### config.mk
export PLATFORM = sky130hd
export DESIGN_NAME = mixcolumns_seq_flat
export DESIGN_NICKNAME = d
export VERILOG_FILES = /design/src/rtl/mixcolumns_seq_pkg.sv /design/src/rtl/mixcolumns_seq_if.sv /design/src/rtl/mixcolumns_seq_column.sv /design/src/rtl/mixcolumns_seq.sv /design/src/flat_wrapper.sv
export SDC_FILE = /design/constraint.sdc
export NUM_CORES = 1
export LEC_CHECK = 0
export CORE_MARGIN = 2
export CORE_UTILIZATION = 65
export DETAILED_ROUTE_END_ITERATION = 16
export DONT_BUFFER_PORTS = 1
export PLACE_DENSITY_LB_ADDON = 0.3
export SLEW_MARGIN = 20
export SYNTH_ARGS = -nofsm -noshare
export SYNTH_HDL_FRONTEND = slang
export SYNTH_SLANG_ARGS = --single-unit
### constraint.sdc
create_clock -name clk -period 11.8 [get_ports clk]
set_clock_uncertainty 0.15 [all_clocks]
set_input_delay 2.36 -clock clk [delete_from_list [all_inputs] [get_ports clk]]
set_output_delay 2.36 -clock clk [all_outputs]
set_load 0.01 [all_outputs]
### src/rtl/mixcolumns_seq_pkg.sv
// Shared AES definitions: byte/column/state types, the xtime helper and the
// FSM state encoding of the column-serial MixColumns engine.
package aes_pkg;

  localparam logic [7:0] RED_POLY_DEFAULT = 8'h1B;

  typedef logic [7:0]   aes_byte_t;
  typedef logic [31:0]  aes_col_t;
  typedef logic [127:0] aes_state_t;

  typedef enum logic [1:0] {
    IDLE = 2'd0,
    CALC = 2'd1,
    OUT  = 2'd2
  } mixcol_state_e;

  // Multiply by x in GF(2^8), reducing with the supplied polynomial tail.
  function automatic aes_byte_t xtime(input aes_byte_t b,
                                      input aes_byte_t poly = RED_POLY_DEFAULT);
    return {b[6:0], 1'b0} ^ (b[7] ? poly : 8'h00);
  endfunction

endpackage

### src/rtl/mixcolumns_seq_if.sv
// State-in / state-out handshake bundle of mixcolumns_seq.
// The inv select exists only when MIXCOL_INV_EN is defined.
interface mixcolumns_seq_if;
  import aes_pkg::*;

  aes_state_t in;
  logic       in_valid;
  logic       in_ready;
  aes_state_t out;
  logic       out_valid;
  logic       out_ready;
`ifdef MIXCOL_INV_EN
  logic       inv;
`endif

  modport master (
`ifdef MIXCOL_INV_EN
    output inv,
`endif
    output in,
    output in_valid,
    input  in_ready,
    input  out,
    input  out_valid,
    output out_ready
  );

  modport slave (
`ifdef MIXCOL_INV_EN
    input  inv,
`endif
    input  in,
    input  in_valid,
    output in_ready,
    output out,
    output out_valid,
    input  out_ready
  );

endinterface

### src/rtl/mixcolumns_seq_column.sv
// Single-column MixColumns datapath (combinational). With MIXCOL_INV_EN the
// inverse matrix is added and selected by inv_i.
module mixcol_column
  import aes_pkg::*;
#(
  parameter aes_byte_t RED_POLY = RED_POLY_DEFAULT
) (
  input  aes_col_t col_i,
`ifdef MIXCOL_INV_EN
  input  logic     inv_i,
`endif
  output aes_col_t col_o
);

  aes_byte_t a  [4];
  aes_byte_t x2 [4];
  aes_byte_t x3 [4];
  aes_col_t  fwd;

  always_comb begin
    for (int k = 0; k < 4; k++) begin
      a[k]  = col_i[31-8*k -: 8];
      x2[k] = xtime(a[k], RED_POLY);
      x3[k] = x2[k] ^ a[k];
    end
    fwd = {x2[0] ^ x3[1] ^ a[2]  ^ a[3],
           a[0]  ^ x2[1] ^ x3[2] ^ a[3],
           a[0]  ^ a[1]  ^ x2[2] ^ x3[3],
           x3[0] ^ a[1]  ^ a[2]  ^ x2[3]};
  end

`ifdef MIXCOL_INV_EN
  aes_byte_t x4  [4];
  aes_byte_t x8  [4];
  aes_byte_t m9  [4];
  aes_byte_t m11 [4];
  aes_byte_t m13 [4];
  aes_byte_t m14 [4];
  aes_col_t  rev;

  // 9/11/13/14 multiples are sums of the 1/2/4/8 xtime chain.
  always_comb begin
    for (int k = 0; k < 4; k++) begin
      x4[k]  = xtime(x2[k], RED_POLY);
      x8[k]  = xtime(x4[k], RED_POLY);
      m9[k]  = x8[k] ^ a[k];
      m11[k] = x8[k] ^ x2[k] ^ a[k];
      m13[k] = x8[k] ^ x4[k] ^ a[k];
      m14[k] = x8[k] ^ x4[k] ^ x2[k];
    end
    rev = {m14[0] ^ m11[1] ^ m13[2] ^ m9[3],
           m9[0]  ^ m14[1] ^ m11[2] ^ m13[3],
           m13[0] ^ m9[1]  ^ m14[2] ^ m11[3],
           m11[0] ^ m13[1] ^ m9[2]  ^ m14[3]};
  end

  assign col_o = inv_i ? rev : fwd;
`else
  assign col_o = fwd;
`endif

endmodule

### src/rtl/mixcolumns_seq.sv
// Column-serial AES MixColumns engine: accepts a state, transforms one column
// per cycle through a shared datapath. Optional inverse via MIXCOL_INV_EN.
module mixcolumns_seq
  import aes_pkg::*;
#(
  parameter aes_byte_t RED_POLY = RED_POLY_DEFAULT
) (
  input logic             clk,
  input logic             rst_n,
  mixcolumns_seq_if.slave bus
);

  mixcol_state_e state_q, state_d;
  logic [1:0]    col_cnt_q, col_cnt_d;
  aes_state_t    data_q, data_d;
  aes_state_t    out_q, out_d;
  aes_col_t      col_in, col_out;
  logic          accept;
  logic          last_col;
  logic          in_ready;
  logic          out_valid;

  assign accept   = (state_q == IDLE) && bus.in_valid;
  assign last_col = (state_q == CALC) && (col_cnt_q == 2'd3);

  always_ff @(posedge clk) begin
    if (!rst_n) state_q <= IDLE;
    else        state_q <= state_d;
  end

  always_comb begin
    state_d = state_q;
    unique case (state_q)
      IDLE:    if (bus.in_valid)  state_d = CALC;
      CALC:    if (last_col)      state_d = OUT;
      OUT:     if (bus.out_ready) state_d = IDLE;
      default:                    state_d = IDLE;
    endcase
  end

  always_comb begin
    in_ready  = (state_q == IDLE);
    out_valid = (state_q == OUT);
  end

  assign bus.in_ready  = in_ready;
  assign bus.out_valid = out_valid;
  assign bus.out       = out_q;

  always_comb begin
    unique case (col_cnt_q)
      2'd0:    col_in = data_q[127:96];
      2'd1:    col_in = data_q[95:64];
      2'd2:    col_in = data_q[63:32];
      default: col_in = data_q[31:0];
    endcase
  end

`ifdef MIXCOL_INV_EN
  logic inv_q;

  always_ff @(posedge clk) begin
    if (accept) inv_q <= bus.inv;
  end

  mixcol_column #(.RED_POLY(RED_POLY)) u_col (
    .col_i (col_in),
    .inv_i (inv_q),
    .col_o (col_out)
  );
`else
  mixcol_column #(.RED_POLY(RED_POLY)) u_col (
    .col_i (col_in),
    .col_o (col_out)
  );
`endif

  // Column counter naturally returns to 0 on the column-3 write.
  always_comb begin
    data_d    = data_q;
    out_d     = out_q;
    col_cnt_d = col_cnt_q;
    if (accept) begin
      data_d    = bus.in;
      col_cnt_d = 2'd0;
    end else if (state_q == CALC) begin
      col_cnt_d = col_cnt_q + 2'd1;
      unique case (col_cnt_q)
        2'd0:    out_d[127:96] = col_out;
        2'd1:    out_d[95:64]  = col_out;
        2'd2:    out_d[63:32]  = col_out;
        default: out_d[31:0]   = col_out;
      endcase
    end
  end

  always_ff @(posedge clk) begin
    data_q <= data_d;
    if (!rst_n) begin
      col_cnt_q <= 2'd0;
      out_q     <= '0;
    end else begin
      col_cnt_q <= col_cnt_d;
      out_q     <= out_d;
    end
  end

endmodule

### src/flat_wrapper.sv
// flat-port wrapper written by rule: the top's interface ports become plain ports
module mixcolumns_seq_flat import aes_pkg::*;
#(
  parameter aes_byte_t RED_POLY = RED_POLY_DEFAULT
)
  (clk, rst_n, bus_in, bus_in_valid, bus_in_ready, bus_out, bus_out_valid, bus_out_ready);
  mixcolumns_seq_if bus_i ();
  input logic clk;
  input logic rst_n;
  input wire logic [$bits(bus_i.in)-1:0] bus_in;
  input wire logic [$bits(bus_i.in_valid)-1:0] bus_in_valid;
  output wire logic [$bits(bus_i.in_ready)-1:0] bus_in_ready;
  output wire logic [$bits(bus_i.out)-1:0] bus_out;
  output wire logic [$bits(bus_i.out_valid)-1:0] bus_out_valid;
  input wire logic [$bits(bus_i.out_ready)-1:0] bus_out_ready;
  assign bus_i.in = bus_in;
  assign bus_i.in_valid = bus_in_valid;
  assign bus_in_ready = bus_i.in_ready;
  assign bus_out = bus_i.out;
  assign bus_out_valid = bus_i.out_valid;
  assign bus_i.out_ready = bus_out_ready;
  mixcolumns_seq #(.RED_POLY(RED_POLY)) u_core (.clk(clk), .rst_n(rst_n), .bus(bus_i));
endmodule
==> impl_metrics.env <==
export IMPL_clock_path_buffers=3
export IMPL_cts_hold_repair_buffers=0
export IMPL_ir_drop_mv=0.191
export IMPL_result_of_the_run="finished clean"
export IMPL_grt_start_max_net_pins=90
export IMPL_design_core_area_sq_um=16500
export IMPL_least_margin_pin_slew_ps=1150
export IMPL_area_of_the_mapped_netlist_sq_um=10900
export IMPL_wire_per_inst_um=22.3
export IMPL_worst_hold_path_class="reg -> reg"
export IMPL_postCtsSetupRepairBufs=0
export IMPL_post_route_cells_drive_above_1_share_pct=5.36
export IMPL_rsz0062_at_grt="no"
export IMPL_report_power_total_mw=2.20
export IMPL_cts_repair_resized=0
export IMPL_via_count_of_the_first_global_routing_pass=6762
export IMPL_htree_num_levels=1
export IMPL_die_area_sq_um=17700
export IMPL_critPathMostFrequentCell="sky130_fd_sc_hd__xnor2_1"
export IMPL_path_cells="inv_1 > ha_1 > buf_4 > a222oi_1 > xor2_1 > a21oi_1 > xnor2_1 > xnor2_1 > a211oi_1"
export IMPL_layout_area_overhead_vs_synth_pct=7.34
export IMPL_top_level_ports=262
export IMPL_async_set_or_reset_flop_fraction_in_the_synthesized_netlist_pct=0
export IMPL_num_vias=7225
export IMPL_highest_cell_delay_on_the_worst_timing_path_ps=1020
export IMPL_n_fill_cell=1155
export IMPL_final_cell_count_no_fill=1153
export IMPL_num_antenna_cells=0
export IMPL_cpLargestDelayFamily="compound AO/OA/AOI/OAI gates"
export IMPL_vias_per_inst=6.27
export IMPL_p_sw_share_pct=29.6
export IMPL_static_leakage_power_nw=3.97
export IMPL_floorplan_die_width_um=133
export IMPL_finish_utilization_pct=70.8
export IMPL_seq_area_frac_synth_pct=59.8
export IMPL_fin_crit_share_pct=32.6
export IMPL_detail_route_wirelength_mm=25.7
export IMPL_worst_setup_hold_path_clk_slew_ps=60
export IMPL_finalHoldViolCount=0
export IMPL_synth_lib_cells_used_distinct=46
export IMPL_synth_seq_cells=260
export IMPL_yosys_most_used_dff="sky130_fd_sc_hd__dfxtp_1"
export IMPL_place_hpwl_mm=18.3
export IMPL_cts_tree="built"
export IMPL_synthesis_instances=943
export IMPL_antenna_found_initial=2
export IMPL_final_area_sq_um=11700
export IMPL_postSynthNetCount=1080
export IMPL_root_buffer="sky130_fd_sc_hd__clkbuf_16"
export IMPL_initial_utilization_pct=65.9
export IMPL_power_internal_mw=1.55
export IMPL_timing_slew_headroom_pct=23.3
export IMPL_placement_rows=47
export IMPL_power_frac_clock_pct=32.7
export IMPL_final_min_clock_period_ps=3850
export IMPL_share_of_power_burned_in_combinational_logic_pct=19.8
export IMPL_grt_first_pass_wirelength_mm=39.0
export IMPL_max_freq_mhz=260
export IMPL_detailed_place_area_sq_um=10900
export IMPL_critical_path_slowest_cell="sky130_fd_sc_hd__a222oi_1"
export IMPL_clock_sink_count=260
export IMPL_setup_tns_ps=0
export IMPL_required_ps=12020
export IMPL_worst_setup_path_start_kind="register"
export IMPL_synthesis_area_per_instance_sq_um=11.5
export IMPL_final_antenna_net_count=0
export IMPL_drcViolationCount=0
export IMPL_p_per_area_nw_per_um2=189
export IMPL_power_share_sequential_pct=47.6
export IMPL_multiInputGateArea_sq_um=4090
export IMPL_timing_worst_setup_path_type="reg -> reg"
export IMPL_critical_path_peak_fanout=24
export IMPL_place_inst=1109
export IMPL_detailedRoute_firstIterationViolations=886
export IMPL_clk_latency_worst_skew_pair_ps=530
export IMPL_end_kind="register"
export IMPL_slew_violations=0
export IMPL_setup_violations_final=0
export IMPL_layout_nets=1053
export IMPL_endpoint_arrival_time_on_the_critical_path_ps=4060
export IMPL_cap_viol_max_count=0
export IMPL_gr_total_overflow=0
export IMPL_switch_pwr_mw=0.652
export IMPL_groute_usage_overall_pct=28.3
export IMPL_dr_pass1_iters=8
export IMPL_floorplan_die_height_um=133
export IMPL_ys_warn_count=0
export IMPL_synth_enable_flop_cells=128
export IMPL_total_clock_buffers_created_by_cts=25
export IMPL_path_buf_inv=2
export IMPL_seq_area_sq_um=6490
export IMPL_numPortBuffers=0
export IMPL_gp_congestion=0.876
[registers in the layout (all words and copies together) (netlist names)]
| signal | flops |
|---|---|
| u_core.data_q | 128 |
| u_core.bus.out | 128 |
| u_core.state_q | 2 |
| u_core.col_cnt_q | 2 |
[cell usage in the layout, fill, tap and decap left out, types with 2 or more instances in the layout]
cell,netlist,layout
sky130_fd_sc_hd__dfxtp_1,132,132
sky130_fd_sc_hd__edfxtp_1,128,128
sky130_fd_sc_hd__xnor2_1,115,115
sky130_fd_sc_hd__o21ai_0,95,95
sky130_fd_sc_hd__a21oi_1,64,64
sky130_fd_sc_hd__nor2_1,61,61
sky130_fd_sc_hd__nand2_1,54,54
sky130_fd_sc_hd__xor2_1,47,47
sky130_fd_sc_hd__a211oi_1,40,40
sky130_fd_sc_hd__a222oi_1,32,32
sky130_fd_sc_hd__nand3_1,26,26
sky130_fd_sc_hd__clkbuf_16,0,25
sky130_fd_sc_hd__clkbuf_1,53,13
sky130_fd_sc_hd__mux2i_1,8,8
sky130_fd_sc_hd__buf_4,0,8
sky130_fd_sc_hd__o21ai_1,7,7
sky130_fd_sc_hd__a311o_1,7,7
sky130_fd_sc_hd__nor3_1,7,7
sky130_fd_sc_hd__or3_1,5,5
sky130_fd_sc_hd__and3_1,5,5
sky130_fd_sc_hd__a31oi_1,4,4
sky130_fd_sc_hd__nor4_1,4,4
sky130_fd_sc_hd__ha_1,5,4
sky130_fd_sc_hd__inv_1,3,3
sky130_fd_sc_hd__and2_1,6,3
sky130_fd_sc_hd__nand4_1,3,3
sky130_fd_sc_hd__clkinv_2,0,3
sky130_fd_sc_hd__nor2b_1,2,2
sky130_fd_sc_hd__and2_2,0,2
sky130_fd_sc_hd__xor3_1,2,2
sky130_fd_sc_hd__o21a_1,2,2
sky130_fd_sc_hd__nand2b_1,2,2
[final cells by class]
cell class	count	share of cell area [%]
clock buffer	39	5.91
clock inverter	5	0.279
inverter	5	0.161
multi-input combinational	616	35.1
sequential	260	55.7
tap	220	2.36
timing repair buffer	8	0.515
[path summary, 6_finish.rpt]
kind	end	from	cells past startpoint	slack, ps
max	u_core.bus.out[99]$_SDFFE_PN0P_	u_core.col_cnt_q[0]$_SDFFE_PP0P_	9	7950
min	u_core.bus.out[0]$_SDFFE_PN0P_	u_core.bus.out[0]$_SDFFE_PN0P_	2	360
min reg2reg	u_core.bus.out[0]$_SDFFE_PN0P_	u_core.bus.out[0]$_SDFFE_PN0P_	2	360
max reg2reg	u_core.bus.out[99]$_SDFFE_PN0P_	u_core.col_cnt_q[0]$_SDFFE_PP0P_	9	7950
[kinds of logic (layout without fill, tap and decap cells)]
group / count (synthesis) / after routing / share of synthesized area [%]
flops: 260 / 260 / 59.8
compound gates: 259 / 259 / 15.2
simple gates: 178 / 178 / 7.27
xor+xnor: 165 / 165 / 13.7
buf+inv: 67 / 57 / 2.63
mux: 9 / 9 / 0.865
fa+ha+maj: 5 / 5 / 0.576
[cell usage after synthesis (2+ instances only)]
master	n	share of area, %
sky130_fd_sc_hd__clkbuf_1	53	1.8
sky130_fd_sc_hd__ha_1	5	0.58
sky130_fd_sc_hd__a222oi_1	32	3.0
sky130_fd_sc_hd__and2_1	6	0.35
sky130_fd_sc_hd__nand2b_1	2	0.12
sky130_fd_sc_hd__inv_1	3	0.10
sky130_fd_sc_hd__or3_1	5	0.29
sky130_fd_sc_hd__a21oi_1	64	3.0
sky130_fd_sc_hd__o21ai_0	95	4.4
sky130_fd_sc_hd__o21ai_1	7	0.32
sky130_fd_sc_hd__xnor2_1	115	9.3
sky130_fd_sc_hd__a311o_1	7	0.65
sky130_fd_sc_hd__xor3_1	2	0.44
sky130_fd_sc_hd__nor3_1	7	0.32
sky130_fd_sc_hd__and3_1	5	0.29
sky130_fd_sc_hd__nand3_1	26	1.2
sky130_fd_sc_hd__dfxtp_1	132	24
sky130_fd_sc_hd__nor4_1	4	0.23
sky130_fd_sc_hd__a31oi_1	4	0.23
sky130_fd_sc_hd__nor2b_1	2	0.12
sky130_fd_sc_hd__xor2_1	47	3.8
sky130_fd_sc_hd__mux2i_1	8	0.74
sky130_fd_sc_hd__buf_1	2	0.069
sky130_fd_sc_hd__buf_6	4	0.41
sky130_fd_sc_hd__nand2_1	54	1.9
sky130_fd_sc_hd__o21a_1	2	0.14
sky130_fd_sc_hd__nand4_1	3	0.17
sky130_fd_sc_hd__edfxtp_1	128	35
sky130_fd_sc_hd__a211oi_1	40	2.8
sky130_fd_sc_hd__buf_2	3	0.14
sky130_fd_sc_hd__nor2_1	61	2.1
[layer usage]
| layer | GRT usage [%] | share of wire [%] | vias up |
|---|---|---|---|
| li1 | - | - | 3377 |
| met1 | 37.4 | 40 | 3424 |
| met2 | 44.5 | 46 | 370 |
| met3 | 10.3 | 11 | 54 |
| met4 | 8.16 | 2.9 | 0 |
| met5 | 0 | 0 | - |
[power by group through the flow]
stage               registers [mW]  clock network [mW]  logic (mW)
floorplan                     1.06                   0       0.311
global placement              1.06                   0       0.424
detailed placement            1.07                   0       0.430
CTS                           1.05               0.724       0.432
global route                  1.05               0.759       0.468
finish                        1.05               0.719       0.435
[through the flow]
stage / worst slack, ps / hold WS, ps
6_report: 7950 / 359
5_1_grt: 7720 / 387
4_1_cts: 8000 / 362
3_5_place_dp: 7460 / 351
3_3_place_gp: 7500 / 341
2_1_floorplan: 5850 / 306
[worst min-delay path, stage by stage, from the launching register on]
cell                      delay, ps
sky130_fd_sc_hd__dfxtp_1        340
sky130_fd_sc_hd__nand2_1         60
sky130_fd_sc_hd__a21oi_1         60
No activity file was read; power rests on OpenSTA's default activity.
